`src/rtl/sine_period_detector_if.sv`:
```
// Sample stream in, period/peak measurement out, for sine_period_detector.
// master drives samples and reads measurements; slave is the detector.
interface sine_period_detector_if #(
  parameter int DATA_W = 16,
  parameter int CNT_W  = 16
);
  logic              s_valid;
  logic [DATA_W-1:0] s_data;
  logic              meas_valid;
  logic [CNT_W-1:0]  period;
  logic [DATA_W-1:0] pk_max;
  logic [DATA_W-1:0] pk_min;
  logic [DATA_W-1:0] pk2pk;
  logic              locked;
  logic              lost;

  modport master (
    output s_valid, s_data,
    input  meas_valid, period, pk_max, pk_min, pk2pk, locked, lost
  );

  modport slave (
    input  s_valid, s_data,
    output meas_valid, period, pk_max, pk_min, pk2pk, locked, lost
  );
endinterface

```
`src/rtl/sine_period_detector.sv`:
```
// Rising-midline-crossing period and peak meter for an unsigned sample stream.
// Optional SWG_ADAPTIVE_MID_EN re-centres the thresholds on every measurement.
module sine_period_detector #(
  parameter int DATA_W = 16,
  parameter int MID    = 1000,
  parameter int HYST   = 50,
  parameter int CNT_W  = 16
) (
  input logic                   clk,
  input logic                   rst,
  sine_period_detector_if.slave bus
);

  typedef enum logic [1:0] {SEARCH, LOW, HIGH} state_t;

  localparam logic [CNT_W-1:0] CNT_MAX = '1;

  state_t            state;
  logic [CNT_W-1:0]  cnt;
  logic              first_seen;
  logic [DATA_W-1:0] trk_max;
  logic [DATA_W-1:0] trk_min;

  logic              vld_p1;
  logic [CNT_W-1:0]  period_p1;
  logic [DATA_W-1:0] max_p1;
  logic [DATA_W-1:0] min_p1;
  logic [DATA_W-1:0] p2p_p1;
  logic              locked_p1;
  logic              lost_p1;

  logic              vld_p0;
  logic [DATA_W-1:0] data_p0;
  logic [DATA_W-1:0] hi;
  logic [DATA_W-1:0] lo;
  logic              at_hi;
  logic              at_lo;
  logic              rising;

  function automatic logic [CNT_W-1:0] cnt_inc_sat(input logic [CNT_W-1:0] c);
    return (c == CNT_MAX) ? c : c + 1'b1;
  endfunction

`ifdef SWG_ADAPTIVE_MID_EN
  logic [DATA_W-1:0] centre;

  function automatic logic [DATA_W-1:0] add_hyst_sat(input logic [DATA_W-1:0] c);
    logic [DATA_W:0] s;
    s = {1'b0, c} + (DATA_W+1)'(HYST);
    return s[DATA_W] ? '1 : s[DATA_W-1:0];
  endfunction

  function automatic logic [DATA_W-1:0] sub_hyst_floor(input logic [DATA_W-1:0] c);
    return (c < DATA_W'(HYST)) ? '0 : c - DATA_W'(HYST);
  endfunction

  function automatic logic [DATA_W-1:0] midpoint(input logic [DATA_W-1:0] a,
                                                 input logic [DATA_W-1:0] b);
    logic [DATA_W:0] s;
    s = {1'b0, a} + {1'b0, b};
    return s[DATA_W:1];
  endfunction

  assign hi = add_hyst_sat(centre);
  assign lo = sub_hyst_floor(centre);
`else
  assign hi = DATA_W'(MID + HYST);
  assign lo = DATA_W'(MID - HYST);
`endif

  // p0: accepted sample and its threshold classification
  assign vld_p0  = bus.s_valid;
  assign data_p0 = bus.s_data;
  assign at_hi   = (data_p0 >= hi);
  assign at_lo   = (data_p0 <= lo);
  assign rising  = (state == LOW) && at_hi;

  // p1: registered measurement outputs plus crossing FSM, counter and trackers
  always_ff @(posedge clk or posedge rst) begin
    if (rst) begin
      state      <= SEARCH;
      cnt        <= '0;
      first_seen <= 1'b0;
      trk_max    <= '0;
      trk_min    <= '0;
      vld_p1     <= 1'b0;
      period_p1  <= '0;
      max_p1     <= '0;
      min_p1     <= '0;
      p2p_p1     <= '0;
      locked_p1  <= 1'b0;
      lost_p1    <= 1'b0;
`ifdef SWG_ADAPTIVE_MID_EN
      centre     <= DATA_W'(MID);
`endif
    end else begin
      vld_p1  <= 1'b0;
      lost_p1 <= 1'b0;
      if (vld_p0) begin
        if (rising) begin
          // A crossing beats saturation, so a saturated count still reports.
          state      <= HIGH;
          cnt        <= CNT_W'(1);
          first_seen <= 1'b1;
          trk_max    <= data_p0;
          trk_min    <= data_p0;
          if (first_seen) begin
            vld_p1    <= 1'b1;
            period_p1 <= cnt;
            max_p1    <= trk_max;
            min_p1    <= trk_min;
            p2p_p1    <= trk_max - trk_min;
            locked_p1 <= 1'b1;
`ifdef SWG_ADAPTIVE_MID_EN
            centre    <= midpoint(trk_max, trk_min);
`endif
          end
        end else if (cnt == CNT_MAX) begin
          // Counter restarts so one loss yields exactly one lost pulse.
          state      <= SEARCH;
          cnt        <= '0;
          first_seen <= 1'b0;
          lost_p1    <= 1'b1;
          locked_p1  <= 1'b0;
`ifdef SWG_ADAPTIVE_MID_EN
          centre     <= DATA_W'(MID);
`endif
        end else begin
          cnt <= cnt_inc_sat(cnt);
          if (data_p0 > trk_max) trk_max <= data_p0;
          if (data_p0 < trk_min) trk_min <= data_p0;
          case (state)
            SEARCH: begin
              if (at_lo)      state <= LOW;
              else if (at_hi) state <= HIGH;
            end
            HIGH:    if (at_lo) state <= LOW;
            default: state <= state;
          endcase
        end
      end
    end
  end

  assign bus.meas_valid = vld_p1;
  assign bus.period     = period_p1;
  assign bus.pk_max     = max_p1;
  assign bus.pk_min     = min_p1;
  assign bus.pk2pk      = p2p_p1;
  assign bus.locked     = locked_p1;
  assign bus.lost       = lost_p1;

endmodule

```
`src/flat_wrapper.sv`:
```
// flat-port wrapper written by rule: the top's interface ports become plain ports
module sine_period_detector_flat 
#(
  parameter int DATA_W = 16,
  parameter int MID    = 1000,
  parameter int HYST   = 50,
  parameter int CNT_W  = 16
)
  (clk, rst, bus_s_valid, bus_s_data, bus_meas_valid, bus_period, bus_pk_max, bus_pk_min, bus_pk2pk, bus_locked, bus_lost);
  sine_period_detector_if #(.DATA_W(DATA_W), .CNT_W(CNT_W)) bus_i ();
  input logic clk;
  input logic rst;
  input wire logic [$bits(bus_i.s_valid)-1:0] bus_s_valid;
  input wire logic [$bits(bus_i.s_data)-1:0] bus_s_data;
  output wire logic [$bits(bus_i.meas_valid)-1:0] bus_meas_valid;
  output wire logic [$bits(bus_i.period)-1:0] bus_period;
  output wire logic [$bits(bus_i.pk_max)-1:0] bus_pk_max;
  output wire logic [$bits(bus_i.pk_min)-1:0] bus_pk_min;
  output wire logic [$bits(bus_i.pk2pk)-1:0] bus_pk2pk;
  output wire logic [$bits(bus_i.locked)-1:0] bus_locked;
  output wire logic [$bits(bus_i.lost)-1:0] bus_lost;
  assign bus_i.s_valid = bus_s_valid;
  assign bus_i.s_data = bus_s_data;
  assign bus_meas_valid = bus_i.meas_valid;
  assign bus_period = bus_i.period;
  assign bus_pk_max = bus_i.pk_max;
  assign bus_pk_min = bus_i.pk_min;
  assign bus_pk2pk = bus_i.pk2pk;
  assign bus_locked = bus_i.locked;
  assign bus_lost = bus_i.lost;
  sine_period_detector #(.DATA_W(DATA_W), .MID(MID), .HYST(HYST), .CNT_W(CNT_W)) u_core (.clk(clk), .rst(rst), .bus(bus_i));
endmodule
```
`config.mk`:
```
export PLATFORM = sky130hd
export DESIGN_NAME = sine_period_detector_flat
export DESIGN_NICKNAME = d
export VERILOG_FILES = /design/src/rtl/sine_period_detector_if.sv /design/src/rtl/sine_period_detector.sv /design/src/flat_wrapper.sv
export SDC_FILE = /design/constraint.sdc
export NUM_CORES = 1
export LEC_CHECK = 0
export CAP_MARGIN = 20
export CORE_MARGIN = 3
export CORE_UTILIZATION = 30
export DETAILED_ROUTE_END_ITERATION = 8
export PLACE_DENSITY = 0.53
export SYNTH_ARGS = -nofsm -noshare
export SYNTH_HDL_FRONTEND = slang
export SYNTH_SLANG_ARGS = --single-unit
```
`constraint.sdc`:
```
create_clock -name clk -period 4.4 [get_ports clk]
set_input_delay 0.88 -clock clk [delete_from_list [all_inputs] [get_ports clk]]
set_output_delay 0.88 -clock clk [all_outputs]
set_load 0.01 [all_outputs]
```
==> impl_metrics.ini, run 1 <==
[logic_synthesis]
synth_area_sq_um = 6620
ys_types = 63
ys_seq_area_share_pct = 44.6
ys_async_sr_fraction_pct = 100
ys_ff_latch = 118
yosys_warnings = 0
syn_nets = 776
synth_edf_count = 0
syn_avg_cell_area_sq_um = 9.34
netlist_instances = 709
synth_flop_cell = dfrtp_1

[sta]
fmax_ghz = 0.306
slew_viol_final = 0
rsz0062_at_grt = no
clock_skew_ns = 0.00637
finalSetupTns_ns = 0
fin_crit_ns = 3.27
tightest_slew_ns = 0.795
finalHoldViolCount = 0
setup_viol = 0
maxSlewHeadroom_pct = 47.0
post-route-period-util_pct = 74.4

[layout]
stdcell_area_sq_um = 8350
layout-drive-gt1-share_pct = 8.63
stdcell_count = 1075
syn2layout_area_growth_pct = 26.0
final_util_pct = 39.1
layout.nets = 854
n_antenna_cell = 0
final_common_cell = nand2_1
mostFrequentLayoutCells = 135 x nand2_1, 118 x dfrtp_1, 84 x clkdlybuf4s50_1, 57 x o21ai_0, 54 x nor2_1

[power_and_ir_drop]
power.leakage_nw = 3.82
cellPowerDensity_nw_per_um2 = 593
vdd_drop_max_v = 0.000294
report.power.total_mw = 4.95

[worst_hold_path]
hp-class = reg -> reg

[cts]
path_clk_slew_ns = 0.05
numCtsBuffers = 17
root_buffer = clkbuf_16
cts_resized = 0
cts_tree = done
htreeDepth = 4
hold_buffers = 0
cts_setup_buffers = 0
clock_latency_ns = 0.43
clock_path_buffers = 2
cts_num_sinks = 118

[global_routing]
grt_pass1_vias = 5221
grt_max_degree = 62
top_usage_layer = met2
grt_pass1_wl_microns = 28900
gr-usage-met3_pct = 3.47
grt_use_met1_pct = 22.0
antenna_found_initial = 0
grt_use_met2_pct = 23.3
grt_overflow_total = 0
grt_usage_pct = 15.4

[detailed_routing]
dr_total_vias = 5360
drt_first_pass_iters = 4
drt_iter0_drc = 294
detail_route.wl_per_cell_microns = 16.7
drc = 0
antenna_left = 0
vias_per_cell = 4.99
drt_wl_total_microns = 17900

[die]
dieWidth_microns = 155
core_sq_um = 21400
dieArea_sq_um = 23900
io_pins = 86
fp.dieH_microns = 155
row_count = 53
initial_core_util_pct = 31.0

[place]
place.gp.congestion = 0.840
placed_cell_area_sq_um = 7720
dp.cells = 1043
dp_hpwl_microns = 13100
numPortBuffers = 85

[critical_path]
critPathKind = in -> reg
cp.required_ns = 4.71
end_kind = flip-flop
cp-start-kind = input port
path_max_fanout = 16
arrival_ns = 3.58

[run_status]
status = complete, no violations

[run]
maxCapViolations = 0
## metrics by stage
stage,setup slack [ns],hold slack [ns]
finish,1.13,0.470
global route,1.00,0.495
CTS,1.15,0.475
detailed placement,0.708,0.462
floorplan,0.391,0.467
global placement,0.715,0.463
## layer usage
metal / up-vias / wire [microns]
met4: 0 / 265
met5: - / 0
met3: 16 / 707
met2: 112 / 7990
li1: 2664 / -
met1: 2568 / 8980
## kinds of logic after synthesis
logic type	share of synthesized area, %
and+or+nand+nor	17.2
AOI/OAI and AO/OA	18.3
DFF	44.6
buffers and inverters	5.19
adders and majority gates	9.18
muxes	3.51
xor gates and xnor gates	2.12
## flip-flops by register name, indices dropped and copies added, names as in the netlist
name                   flops
u_core.bus.period         16
u_core.first_seen          1
u_core.bus.pk2pk          16
u_core.bus.pk_min         16
u_core.bus.pk_max         16
u_core.cnt                16
u_core.bus.meas_valid      1
u_core.state               2
u_core.trk_min            16
u_core.trk_max            16
u_core.bus.lost            1
u_core.bus.locked          1
## synth_stat cells, types with 7 or more instances
master    number  share of area [%]
nand2_1      135                7.7
dfrtp_1      118                 45
o21ai_0       57                4.3
nor2_1        54                3.1
ha_1          47                8.9
inv_1         42                2.4
nand3_1       24                1.8
a21oi_1       19                1.4
a311oi_1      16                2.1
clkbuf_1      16               0.91
o311ai_1      14                1.9
buf_2         13               0.98
nand4_1       13                1.2
a21o_1        12                1.4
mux2_4         9                2.0
o21a_1         9                1.0
xnor2_1        8                1.1
xor2_1         8                1.1
and3_1         7               0.66
## area by class of cell
type | instances | area, sq um
Clock buffer | 23 | 478
Clock inverter | 9 | 148
Fill cell | 2162 | 13000
Inverter | 43 | 164
Multi-Input combinational cell | 514 | 3340
Sequential cell | 118 | 2950
Tap cell | 275 | 344
Timing Repair Buffer | 93 | 918
## power by group
group	total [mW]	internal, mW	leakage (nW)	switching, mW
clock network	1.49	0.988	0.307	0.503
logic	2.01	0.858	1.97	1.15
registers	1.45	1.26	1.54	0.187
total	4.95	3.11	3.82	1.84
## final timing paths
path / startpoint / endpoint / slack, ns / depth (start not counted)
max reg2reg: u_core.trk_min[13] / u_core.trk_min[9] / 1.63 / 8
max in group asynchronous: rst / u_core.bus.pk_max[9] / 2.61 / 3
min in group asynchronous: rst / u_core.bus.period[13] / 0.98 / 2
max: bus_s_data[13] / u_core.trk_min[9] / 1.13 / 8
min reg2reg: u_core.bus.period[10] / u_core.bus.period[10] / 0.47 / 2
min: u_core.bus.period[10] / u_core.bus.period[10] / 0.47 / 2
## critical path: stages
cell and delay, ns:
clkdlybuf4s50_1 0.52, ha_1 0.36, a21o_1 0.16, a21o_1 0.18, a221oi_2 0.29, o211ai_4 0.13, a21boi_4 0.64, mux2_2 0.41
(Power assumes the default switching activity.)
==> run 2: changes to the inputs <==
- PLACE_DENSITY: 0.53 -> 0.54
- clock period: 4.4 -> 2.7 ns (I/O delays scaled with it)
==> run 2 against run 1 <==
Compared with the run above:
- worst hold slack better by 0.0036 ns
- via count up 4.6%
- worst setup slack worse by 0.97 ns
- wire length up 2.4%
- critical path depth up 1
- first-iteration DRC count up 5.8%
- clock power up 56%
- core utilization up 2.1 points
- die area unchanged
==> impl_metrics.ini, run 2 (synthesized netlist as in run 1, its figures left out) <==
[cts]
hold_buffers = 0
cts_num_sinks = 118
cts_resized = 0
numCtsBuffers = 17
cts_setup_buffers = 0
htreeDepth = 4
clock_latency_ns = 0.42
root_buffer = clkbuf_16
clock_path_buffers = 2
cts_tree = done
path_clk_slew_ns = 0.05

[sta]
tightest_slew_ns = 0.516
post-route-period-util_pct = 94.2
fin_crit_ns = 2.54
maxSlewHeadroom_pct = 65.5
finalHoldViolCount = 0
finalSetupTns_ns = 0
rsz0062_at_grt = no
fmax_ghz = 0.393
clock_skew_ns = 0.0120
setup_viol = 0
slew_viol_final = 0
timing.hold.ws_ns = 0.473

[die]
fp.dieH_microns = 155
dieWidth_microns = 155
initial_core_util_pct = 31.0
dieArea_sq_um = 23900
row_count = 53
core_sq_um = 21400
io_pins = 86

[critical_path]
crit_start = bus_s_data[13]
crit_family = buffers and inverters
arrival_ns = 2.82
cp_slowest_cell = or4_4
cp_slowest_stage_delay_ns = 0.52
crit_buf_inv = 3
path_max_fanout = 26
worstReg2RegStart = u_core.trk_min[13]
critPathKind = in -> reg
end_kind = flip-flop
crit_cells = 9
cp-start-kind = input port
cp.required_ns = 2.98
path_cells = clkdlybuf4s50_1 > buf_4 > or4_4 > nor2_4 > a21bo_1 > buf_12 > nor2_1 > a311oi_1 > o311ai_1
reg2reg_depth = 9

[run_status]
status = complete, no violations

[place]
numPortBuffers = 85
place.gp.congestion = 0.797
dp_hpwl_microns = 14200

[detailed_routing]
detail_route.wl_per_cell_microns = 16.3
drt_wl_total_microns = 18400
dr_total_vias = 5607
vias_per_cell = 4.98
antenna_left = 0
drt_iter0_drc = 311
drt_first_pass_iters = 5
drc = 0

[global_routing]
grt_usage_pct = 15.9
grt_pass1_wl_microns = 30100
grt_pass1_vias = 5495
grt_max_degree = 40
grt_overflow_total = 0
antenna_found_initial = 0

[run]
maxCapViolations = 0

[layout]
final_util_pct = 41.2
syn2layout_area_growth_pct = 32.8
layout-drive-gt1-share_pct = 14.1
layout.nets = 904
mostFrequentLayoutCells = 135 x nand2_1, 118 x dfrtp_1, 84 x clkdlybuf4s50_1, 57 x o21ai_0, 54 x nor2_1
n_antenna_cell = 0
final_common_cell = nand2_1

[power_and_ir_drop]
report.power.total_mw = 8.13
vdd_drop_max_v = 0.000492
cellPowerDensity_nw_per_um2 = 924
power.leakage_nw = 4.06

[worst_hold_path]
hp-start = u_core.bus.pk_min[7]
hp-class = reg -> reg
hold_depth = 2
## run 2: layout make-up
cell class	count	area, sq um
clock buffer	20	447
clock inverter	12	153
fill	2099	12600
inverter	43	165
multi-input combinational	514	3340
sequential	118	2950
tap	275	344
timing repair buffer	143	1390
## run 2: power breakdown
part	internal, mW	switching [mW]	leakage, nW	total [mW]
Sequential	2.06	0.308	1.54	2.36
Combinational	1.53	1.91	2.24	3.44
Clock	1.47	0.856	0.282	2.33
## run 2: routing by layer
| layer | up-vias | global-route usage (%) | wire length [microns] |
|---|---|---|---|
| li1 | 2784 | - | - |
| met1 | 2699 | 23.1 | 9200 |
| met2 | 104 | 23.8 | 8230 |
| met3 | 20 | 3.13 | 610 |
| met4 | 0 | 5.05 | 323 |
| met5 | - | 0 | 0 |
## run 2: worst min-delay path, delay by kind of cell (launching register included)
kind	cells	cell delay, ns
flops	1	0.33
compound gates	1	0.06
simple gates	1	0.05
## run 2: worst paths after layout
check                                  endpoint  slack, ns
max in group asynchronous  u_core.bus.pk_min[3]       1.51
setup reg to reg              u_core.trk_min[9]       0.24
setup / recovery              u_core.trk_max[4]       0.16
min in group asynchronous  u_core.bus.period[8]       0.54
hold / removal             u_core.bus.pk_min[7]       0.47
hold reg to reg            u_core.bus.pk_min[7]       0.47
## run 2: per-stage QoR
| stage | worst slack (ns) | area (sq um) | instances |
|---|---|---|---|
| floorplan | 0.296 | 6630 | 709 |
| finish | 0.156 | 8800 | 1125 |
| global route | 0.0489 | 8800 | 1125 |
| detailed placement | -0.270 | 8200 | 1093 |
| CTS | 0.180 | 8800 | 1125 |
| global placement | -0.223 | 8200 | 1093 |
